[src/rtl/booth_mac_sched.sv]
// Round-robin front end that shares one sequential Booth multiplier between NREQ requesters and keeps a signed accumulator per requester.
// Optional: define BOOTH_MAC_SCHED_SAT_EN to make the accumulate step saturate instead of wrap.
module booth_mac_sched #(
    parameter int NREQ  = 4,
    parameter int W     = 16,
    parameter int ACC_W = 40,
    localparam int IDW  = $clog2(NREQ)
) (
    input  logic                clk,
    input  logic                rst_n,
    input  logic [NREQ-1:0]     req_valid_i,
    input  logic [NREQ*W-1:0]   req_a_i,
    input  logic [NREQ*W-1:0]   req_b_i,
    input  logic [NREQ-1:0]     req_clr_i,
    output logic [NREQ-1:0]     req_ready_o,
    output logic                mul_start_o,
    output logic [W-1:0]        mul_a_o,
    output logic [W-1:0]        mul_b_o,
    input  logic                mul_done_i,
    input  logic [2*W-1:0]      mul_p_i,
    output logic                resp_valid_o,
    output logic [IDW-1:0]      resp_id_o,
    output logic [ACC_W-1:0]    resp_acc_o,
    input  logic                resp_ready_i,
    output logic                busy_o
);

    typedef enum logic [2:0] {
        S_IDLE,
        S_ISSUE,
        S_WAIT,
        S_ACC,
        S_RESP
    } state_e;

    state_e             state_q, state_d;
    logic [IDW-1:0]     ptr_q;
    logic [IDW-1:0]     gid_q;
    logic [W-1:0]       a_q, b_q;
    logic               clr_q;
    logic [2*W-1:0]     p_q;
    logic [ACC_W-1:0]   acc_q [NREQ];

    logic               grant_found;
    logic [IDW-1:0]     grant_id;
    logic [IDW-1:0]     scan_idx;
    int                 scan_k;
    logic [W-1:0]       grant_a, grant_b;
    logic               grant_clr;
    logic [IDW-1:0]     ptr_next;
    logic [ACC_W-1:0]   acc_sel, p_ext, acc_sum, acc_new;

    // Rotating priority search: the first valid requester at or above ptr wins, wrapping past NREQ-1.
    always_comb begin
        grant_found = 1'b0;
        grant_id    = '0;
        scan_idx    = '0;
        scan_k      = 0;
        for (int i = 0; i < NREQ; i++) begin
            scan_k = int'(ptr_q) + i;
            if (scan_k >= NREQ) begin
                scan_k = scan_k - NREQ;
            end
            scan_idx = IDW'(scan_k);
            if (!grant_found && req_valid_i[scan_idx]) begin
                grant_found = 1'b1;
                grant_id    = scan_idx;
            end
        end
    end

    always_comb begin
        grant_a   = '0;
        grant_b   = '0;
        grant_clr = 1'b0;
        acc_sel   = '0;
        for (int i = 0; i < NREQ; i++) begin
            if (IDW'(i) == grant_id) begin
                grant_a   = req_a_i[i*W +: W];
                grant_b   = req_b_i[i*W +: W];
                grant_clr = req_clr_i[i];
            end
            if (IDW'(i) == gid_q) begin
                acc_sel = acc_q[i];
            end
        end
    end

    assign p_ext   = ACC_W'($signed(p_q));
    assign acc_sum = acc_sel + p_ext;

    // Overflow only when both addends share a sign and the sum's sign flips; the clr load is a plain sign extension.
`ifdef BOOTH_MAC_SCHED_SAT_EN
    always_comb begin
        if (clr_q) begin
            acc_new = p_ext;
        end else if ((acc_sel[ACC_W-1] == p_ext[ACC_W-1]) &&
                     (acc_sum[ACC_W-1] != acc_sel[ACC_W-1])) begin
            acc_new = acc_sel[ACC_W-1] ? {1'b1, {(ACC_W-1){1'b0}}}
                                       : {1'b0, {(ACC_W-1){1'b1}}};
        end else begin
            acc_new = acc_sum;
        end
    end
`else
    assign acc_new = clr_q ? p_ext : acc_sum;
`endif

    assign ptr_next = (gid_q == IDW'(NREQ - 1)) ? '0 : gid_q + 1'b1;

    always_ff @(posedge clk or negedge rst_n) begin
        if (!rst_n) begin
            state_q <= S_IDLE;
        end else begin
            state_q <= state_d;
        end
    end

    // req_ready is gated by rst_n so every output reads zero while reset is held.
    always_comb begin
        state_d      = state_q;
        req_ready_o  = '0;
        mul_start_o  = 1'b0;
        resp_valid_o = 1'b0;
        resp_id_o    = '0;
        resp_acc_o   = '0;
        case (state_q)
            S_IDLE: begin
                if (grant_found && rst_n) begin
                    req_ready_o = NREQ'(1) << grant_id;
                    state_d     = S_ISSUE;
                end
            end
            S_ISSUE: begin
                mul_start_o = 1'b1;
                state_d     = S_WAIT;
            end
            S_WAIT: begin
                if (mul_done_i) begin
                    state_d = S_ACC;
                end
            end
            S_ACC: begin
                state_d = S_RESP;
            end
            S_RESP: begin
                resp_valid_o = 1'b1;
                resp_id_o    = gid_q;
                resp_acc_o   = acc_sel;
                if (resp_ready_i) begin
                    state_d = S_IDLE;
                end
            end
            default: begin
                state_d = S_IDLE;
            end
        endcase
    end

    always_ff @(posedge clk or negedge rst_n) begin
        if (!rst_n) begin
            ptr_q <= '0;
            gid_q <= '0;
            a_q   <= '0;
            b_q   <= '0;
            clr_q <= 1'b0;
            p_q   <= '0;
            for (int i = 0; i < NREQ; i++) begin
                acc_q[i] <= '0;
            end
        end else begin
            if (state_q == S_IDLE && grant_found) begin
                gid_q <= grant_id;
                a_q   <= grant_a;
                b_q   <= grant_b;
                clr_q <= grant_clr;
            end
            if (state_q == S_WAIT && mul_done_i) begin
                p_q <= mul_p_i;
            end
            for (int i = 0; i < NREQ; i++) begin
                if (state_q == S_ACC && gid_q == IDW'(i)) begin
                    acc_q[i] <= acc_new;
                end
            end
            if (state_q == S_RESP && resp_ready_i) begin
                ptr_q <= ptr_next;
            end
        end
    end

    assign mul_a_o = a_q;
    assign mul_b_o = b_q;
    assign busy_o  = (state_q != S_IDLE);

endmodule

[config.mk]
export PLATFORM = sky130hd
export DESIGN_NAME = booth_mac_sched
export DESIGN_NICKNAME = d
export VERILOG_FILES = /design/src/rtl/booth_mac_sched.sv
export SDC_FILE = /design/constraint.sdc
export NUM_CORES = 1
export LEC_CHECK = 0
export BUFFER_PORTS_ARGS = -buffer_cell sky130_fd_sc_hd__clkbuf_2
export CELL_PAD_IN_SITES_DETAIL_PLACEMENT = 1
export CELL_PAD_IN_SITES_GLOBAL_PLACEMENT = 1
export CORE_AREA = 2 2 222 159
export CTS_BUF_LIST = sky130_fd_sc_hd__clkbuf_8 sky130_fd_sc_hd__clkbuf_16
export CTS_CLUSTER_DIAMETER = 120
export DETAILED_ROUTE_END_ITERATION = 10
export DIE_AREA = 0 0 224 161
export PLACE_DENSITY = 0.83
export SYNTH_ARGS = -nofsm -noshare
export SYNTH_HDL_FRONTEND = slang
export SYNTH_SLANG_ARGS = --single-unit
[constraint.sdc]
create_clock -name clk -period 5.1 [get_ports clk]
set_input_delay 0.51 -clock clk [delete_from_list [all_inputs] [get_ports clk]]
set_output_delay 0.51 -clock clk [all_outputs]
set_load 0.005 [all_outputs]
Yosys cells after proc, flatten, opt, wreduce, memory -nomap -nowiden
Index checks and enable logic that the tools add are counted.
{"block": "word_totals", "ff_bits": 232, "out_inout_bits": 81, "input_bits": 172, "wordCells": 112}
{"block": "classes", "order_cmp": 8, "mux": 48, "add_sub_neg": 9, "n_reduce_logical": 19, "n_shift": 1, "eq_ne": 16}
{"op": "two-way mux 40 bit", "n": 6}
{"op": "two-way mux 16 bit", "n": 8}
{"op": "adder 40 bit", "n": 1}
{"op": "two-way mux 2 bit", "n": 10}
{"op": "one-hot mux 3 bit (5 select lines)", "n": 1}
{"op": "two-way mux 1 bit", "n": 14}
{"op": "less-than comparator 2 x 3 -> 1 bit, second input constant", "n": 4}
{"op": "logical AND 1 bit", "n": 11}
{"op": ">= comparator 3 bit, second input constant", "n": 3}
{"op": "two-way mux 3 bit", "n": 3}
{"op": "binary-select mux 1 bit (select 2 bit)", "n": 4}
{"op": "equality test 2 bit, first input constant", "n": 4}
{"op": "two-way mux 4 bit", "n": 2}
{"op": "subtractor 2 x 1 -> 2 bit, second input constant", "n": 4}
{"op": "adder 2 x 2 -> 3 bit, second input constant", "n": 2}
{"op": "equality test 3 x 2 -> 1 bit, second input constant", "n": 2}
{"op": "!= test 2 bit, second input constant", "n": 3}
{"op": "equality test 1 x 2 -> 1 bit, first input constant", "n": 2}
{"op": "equality test 2 bit, second input constant", "n": 2}
{"op": "logical NOT 2 bit", "n": 2}
{"op": "left shift 1 x 2 -> 4 bit, first input constant", "n": 1}
{"op": "adder 2 x 1 -> 3 bit, second input constant", "n": 1}
{"op": "equality test 3 x 1 -> 1 bit, second input constant", "n": 1}
{"op": "equality test 3 bit, second input constant", "n": 1}
{"op": "other kinds (7)", "n": 9}

Depth between registers and ports, before layout
{"block": "logic_depth", "ltp_word": 19, "mapped_depth": 21, "depth_no_buf": 19}

Worst setup path before layout
OpenSTA, ideal clock, no wires.
{"block": "synth_path", "kind": "reg-to-reg", "startpoint": "register gid_q[1]", "endpoint": "register acc_q[139] in the netlist's numbering", "stages_incl_launch_ff": 20, "period_less_slack_ns": 4.043, "setup_time_ns": 0.127, "t_arrival_ns": 3.916, "path_slack_ns": 1.057, "n_path_buf": 3, "cell_sequence": "dfrtp_1 inv_1 ha_1 clkbuf_1 clkbuf_1 clkbuf_1 a21oi_1 nor2_1 a21oi_1 o21ai_0 ha_1 a21o_1 o21bai_2 o2111a_2 o211ai_2 a21oi_1 o211a_1 or3_1 a31oi_2 o21ai_1"}
{"block": "synth_via", "elab_chain_len": 7, "elab_cells_between_ends": 11}
{"element": "start, declared", "line_no": "38", "rtl": "logic [IDW-1:0] gid_q;"}
{"element": "start signal, assigned", "line_no": "173", "rtl": "gid_q <= grant_id;"}
{"element": "logical NOT 2 bit", "line_no": "83, 182"}
{"element": "two-way mux 40 bit (4 in a row)", "line_no": "83", "rtl": "if (IDW'(i) == gid_q) begin"}
{"element": "adder 40 bit", "line_no": "90", "rtl": "assign acc_sum = acc_sel + p_ext;"}
{"element": "two-way mux 40 bit", "line_no": "106", "rtl": "assign acc_new = clr_q ? p_ext : acc_sum;"}
{"element": "end signal, assigned by index", "line_no": "183", "rtl": "acc_q[i] <= acc_new;"}
{"element": "end, declared", "line_no": "42", "rtl": "logic [ACC_W-1:0] acc_q [NREQ];"}
Parallel ways exist; a longest one is shown, timed or not.
A chain may end at the register's enable or synchronous reset.

Worst setup path in the final report
{"block": "layout_path", "startpoint": "register gid_q[0]", "endpoint": "register acc_q[108] in the netlist's numbering"}
{"block": "layout_via", "elab_chain_len": 7, "elab_cells_between_ends": 12}
{"element": "logical NOT 2 bit", "line_no": "83"}
{"element": "two-way mux 40 bit (4 in a row)", "line_no": "83"}
{"element": "adder 40 bit", "line_no": "90"}
{"element": "two-way mux 40 bit", "line_no": "106"}
Parallel ways exist; a longest one is shown, timed or not.

==> impl_results.rst <==
.. list-table::
   :header-rows: 1

   * - Metric
     - Value
   * - Run status
     - completed
   * - Final estimated routing congestion in global placement
     - 0.924
   * - Number of clock sinks
     - approximately 230
   * - List of cells traversed by the critical path
     - inv_1, ha_1, buf_4, nand2_1, nor2_1, a21oi_1, nor2_1, a21oi_1, o21ai_0, ha_1, a21o_1, a221oi_4, a211oi_2, o21ai_0, a21oi_1, nor2_1, o21bai_1, xnor2_1, a221oi_1
   * - DRT antenna net count
     - 0
   * - Cell area after technology mapping
     - 0.0137 mm²
   * - Die outline area
     - around 0.036 mm²
   * - CP max FO
     - 17
   * - Sort of element at the end of the critical path
     - flip-flop
   * - Vertical die dimension
     - 161 µm
   * - Leakage power
     - 7.81 nW
   * - Fraction of the cycle the final worst path needs
     - 92.2%
   * - Max capacitance violation total
     - 0
   * - First-pass GRT wire length
     - 76400 µm
   * - Arrival time reported for the critical path endpoint
     - 5100 ps
   * - Row count
     - 57
   * - Residual overflow from global routing
     - 0
   * - DP Wirelength
     - 34500 µm
   * - Iteration count of the initial detailed-routing pass
     - 5
   * - Post-Syn Nets
     - around 2000
   * - H-tree depth
     - 1
   * - Vias after detailed routing
     - 13500
   * - Gate Count Post-Synth
     - 1757
   * - Maximum vdd ir drop
     - ~0.32 mV
   * - Unrepaired setup endpoints after global routing
     - false
   * - Most common cell after layout, fill and taps aside
     - sky130_fd_sc_hd__nand2_1
   * - Clock period minus final worst setup slack
     - 4700 ps
   * - TritonCTS clock tree
     - done
   * - Power density over the cells
     - 741 mW/mm²
   * - Clk_skew
     - roughly 29 ps
   * - Top area cells in the synthesized netlist
     - sky130_fd_sc_hd__dfrtp_1 (42%), sky130_fd_sc_hd__nand2_1 (9.8%), sky130_fd_sc_hd__o21ai_0 (9.6%), sky130_fd_sc_hd__nor2_1 (6.9%), sky130_fd_sc_hd__a21oi_1 (5.2%)
   * - Cell at the root of the clock tree
     - sky130_fd_sc_hd__clkbuf_16
   * - Longest Clk Path Bufs
     - 3
   * - Number of max-slew violations in the final report
     - 0
   * - Setup Total Neg Slack
     - 0 ps
   * - Commonest cells after routing, fill and taps aside
     - sky130_fd_sc_hd__nand2_1 (353), sky130_fd_sc_hd__o21ai_0 (263), sky130_fd_sc_hd__nor2_1 (252)
   * - Flops & latches, synth
     - 232
   * - Layout net count
     - 2161
   * - Core area
     - 0.0340 mm²
   * - Port Buffers
     - between 200 and 300
   * - Slew of the pin with the lowest slew margin
     - 1150 ps
   * - Number of distinct standard cells referenced by the synthesized netlist
     - between 60 and 70
   * - FFs w/ async S/R, synth
     - 100%
   * - Starting density of the core
     - between 40% and 50%
   * - Commonest register cell after synthesis
     - sky130_fd_sc_hd__dfrtp_1
   * - Cell type with the highest aggregate area in the netlist
     - sky130_fd_sc_hd__dfrtp_1
   * - Total routing resource utilization after global routing
     - 26.5%
   * - Hold slack final
     - 181 ps
   * - Area growth, synth to finish
     - 17.9%
   * - Sequential-to-total area share from yosys stat
     - 42.2%
   * - Final count of negative-setup-slack endpoints
     - 0
   * - Antenna violations before repair
     - 1
   * - Num CTS Buffers
     - 25
   * - Sum of met2 wire segment lengths after detailed routing
     - 22000 µm
   * - CP Data Required Time
     - 5500 ps
   * - Worst Setup Start Kind
     - flip-flop
   * - Final wirelength
     - between 40000 and 50000 µm
   * - Worst Path Class, Setup
     - reg -> reg
   * - Synth top area share
     - 42.2%
   * - Clock insertion delay at the later pin of the skew report
     - roughly 560 ps
   * - Clk pin slew, worst setup/hold paths
     - 70 ps
   * - Max Freq
     - 213 MHz
   * - Maximum number of pins on one net before global-route repair
     - 127
   * - Routed via count divided by cell count
     - 5.63
   * - Yosys warnings
     - 0
   * - Proportion of layout cells with a drive suffix above 1
     - 19.6%
   * - Headroom to the max-slew limit
     - 23.2%
   * - Topmost layer with routed signal wires
     - met4
   * - Number of placed I/O pins
     - 253
   * - Via count of the first global-routing pass
     - approximately 14000
   * - M1 WL
     - 22000 µm
   * - Average detailed-routed wire length per instance
     - roughly 20 µm
   * - Number of violations reported at the end of detailed-routing iteration 0
     - 920
   * - Class of the most critical hold timing path
     - in -> reg
   * - EDFF count, synth
     - 0
   * - Final-report hold violation count
     - 0
   * - Sum of met3 wire segment lengths after detailed routing
     - 3020 µm
   * - Critical path's largest stage delay
     - 440 ps
   * - DIE WIDTH
     - 224 µm
   * - Post-Synthesis Mean Instance Area
     - slightly below 8 µm²
   * - Total DRC errors in the routed layout
     - 0
   * - Cell with the largest stage delay on the worst path
     - sky130_fd_sc_hd__dfrtp_1
==> per-stage QoR <==
step,util [%],cells,setup slack (ps),cell area [µm²],total power [mW]
after floorplan,-,1757,1060,13700,7.85
after global placement,45.2,2358,704,15400,9.67
after detailed placement,45.2,2358,395,15400,10.0
after CTS,47.6,2402,378,16200,11.9
after global routing,47.6,2402,105,16200,13.0
final,47.6,2403,399,16200,12.0
==> logic make-up after synthesis <==
logic type | share of synthesized area (%)
xor+xnor | 2.09
simple gates | 22.8
compound gates | 21.0
mux | 3.91
buf+inv | 3.80
fa+ha+maj | 4.15
flops | 42.2
==> state kept, by name, indices dropped and copies added (netlist names) <==
register / cells
clr_q: 1
mul_a_o: 16
state_q: 3
acc_q: 160
mul_b_o: 16
ptr_q: 2
p_q: 32
gid_q: 2
==> Yosys cell counts, types with 2 or more instances <==
cell type,instances
sky130_fd_sc_hd__a21o_1,17
sky130_fd_sc_hd__or3_1,2
sky130_fd_sc_hd__mux2i_1,14
sky130_fd_sc_hd__nor4_1,4
sky130_fd_sc_hd__mux2_2,34
sky130_fd_sc_hd__dfrtp_1,232
sky130_fd_sc_hd__nand2b_1,2
sky130_fd_sc_hd__a21oi_1,142
sky130_fd_sc_hd__a211oi_2,2
sky130_fd_sc_hd__nand4_1,11
sky130_fd_sc_hd__clkbuf_1,100
sky130_fd_sc_hd__o21bai_1,8
sky130_fd_sc_hd__inv_1,22
sky130_fd_sc_hd__or2_2,4
sky130_fd_sc_hd__and3_1,2
sky130_fd_sc_hd__o211ai_1,3
sky130_fd_sc_hd__o31a_1,2
sky130_fd_sc_hd__o22ai_1,2
sky130_fd_sc_hd__a211o_1,3
sky130_fd_sc_hd__o31ai_2,2
sky130_fd_sc_hd__xor2_1,10
sky130_fd_sc_hd__and4_1,4
sky130_fd_sc_hd__a31oi_1,12
sky130_fd_sc_hd__nor3_1,7
sky130_fd_sc_hd__nor2b_1,4
sky130_fd_sc_hd__o21ai_1,11
sky130_fd_sc_hd__a221oi_1,5
sky130_fd_sc_hd__o21ai_0,263
sky130_fd_sc_hd__nand3_1,43
sky130_fd_sc_hd__nor3b_1,3
sky130_fd_sc_hd__ha_1,44
sky130_fd_sc_hd__o21bai_2,2
sky130_fd_sc_hd__a211oi_1,11
sky130_fd_sc_hd__nand2_1,358
sky130_fd_sc_hd__and2_1,47
sky130_fd_sc_hd__nand3b_1,2
sky130_fd_sc_hd__buf_2,3
sky130_fd_sc_hd__nor2_1,252
sky130_fd_sc_hd__buf_1,12
sky130_fd_sc_hd__o21a_1,7
sky130_fd_sc_hd__xnor2_1,21
==> layer usage <==
layer  up-vias  track usage (%)
met4         0             5.24
met1      6758             37.0
li1       6347                -
met2       359             42.8
met3        60             5.29
met5         -                0
==> power by group <==
part           internal [mW]  switching (mW)  leakage, nW
Sequential              2.64           0.604         2.94
Combinational           2.43            4.51         4.45
Clock                   1.02           0.793        0.413
Total                   6.10            5.91         7.81
==> timing repair <==
action | 4_1_cts | 5_1_grt
hold endpoints to repair | 56 | 0
buffers inserted | 0 | 0
resized for setup | 0 | 2
endpoints found under the setup margin | 0 | 3
hold buffers | 1 | 0
==> path summary, 6_finish.rpt <==
kind,start,to,slack [ps],cells after the start
setup reg to reg,gid_q[0]$_DFFE_PN0P_,acc_q[108]$_DFFE_PN0P_,400,19
min in group asynchronous,rst_n,acc_q[86]$_DFFE_PN0P_,510,2
setup / recovery,gid_q[0]$_DFFE_PN0P_,acc_q[108]$_DFFE_PN0P_,400,19
hold reg to reg,acc_q[4]$_DFFE_PN0P_,acc_q[4]$_DFFE_PN0P_,480,2
max in group asynchronous,rst_n,acc_q[26]$_DFFE_PN0P_,3460,3
hold / removal,mul_p_i[13],p_q[13]$_DFFE_PN0P_,180,2
==> cell type report <==
class | count | area [µm²]
tap | 442 | 553
sequential | 232 | 5810
clock buffer | 27 | 653
multi-input combinational | 1387 | 7480
antenna | 1 | 2.50
inverter | 23 | 86.3
clock inverter | 16 | 131
fill | 4198 | 17800
timing repair buffer | 275 | 1480
==> critical path, delay by kind of cell, from the launching register on <==
kind | cells | cell delay [ps]
AOI/OAI and AO/OA | 10 | 2160
adders and majority gates | 2 | 610
and+or+nand+nor | 4 | 540
DFF | 1 | 440
buffers and inverters | 2 | 400
xor gates and xnor gates | 1 | 390
No activity file was read; power rests on OpenSTA's default activity.
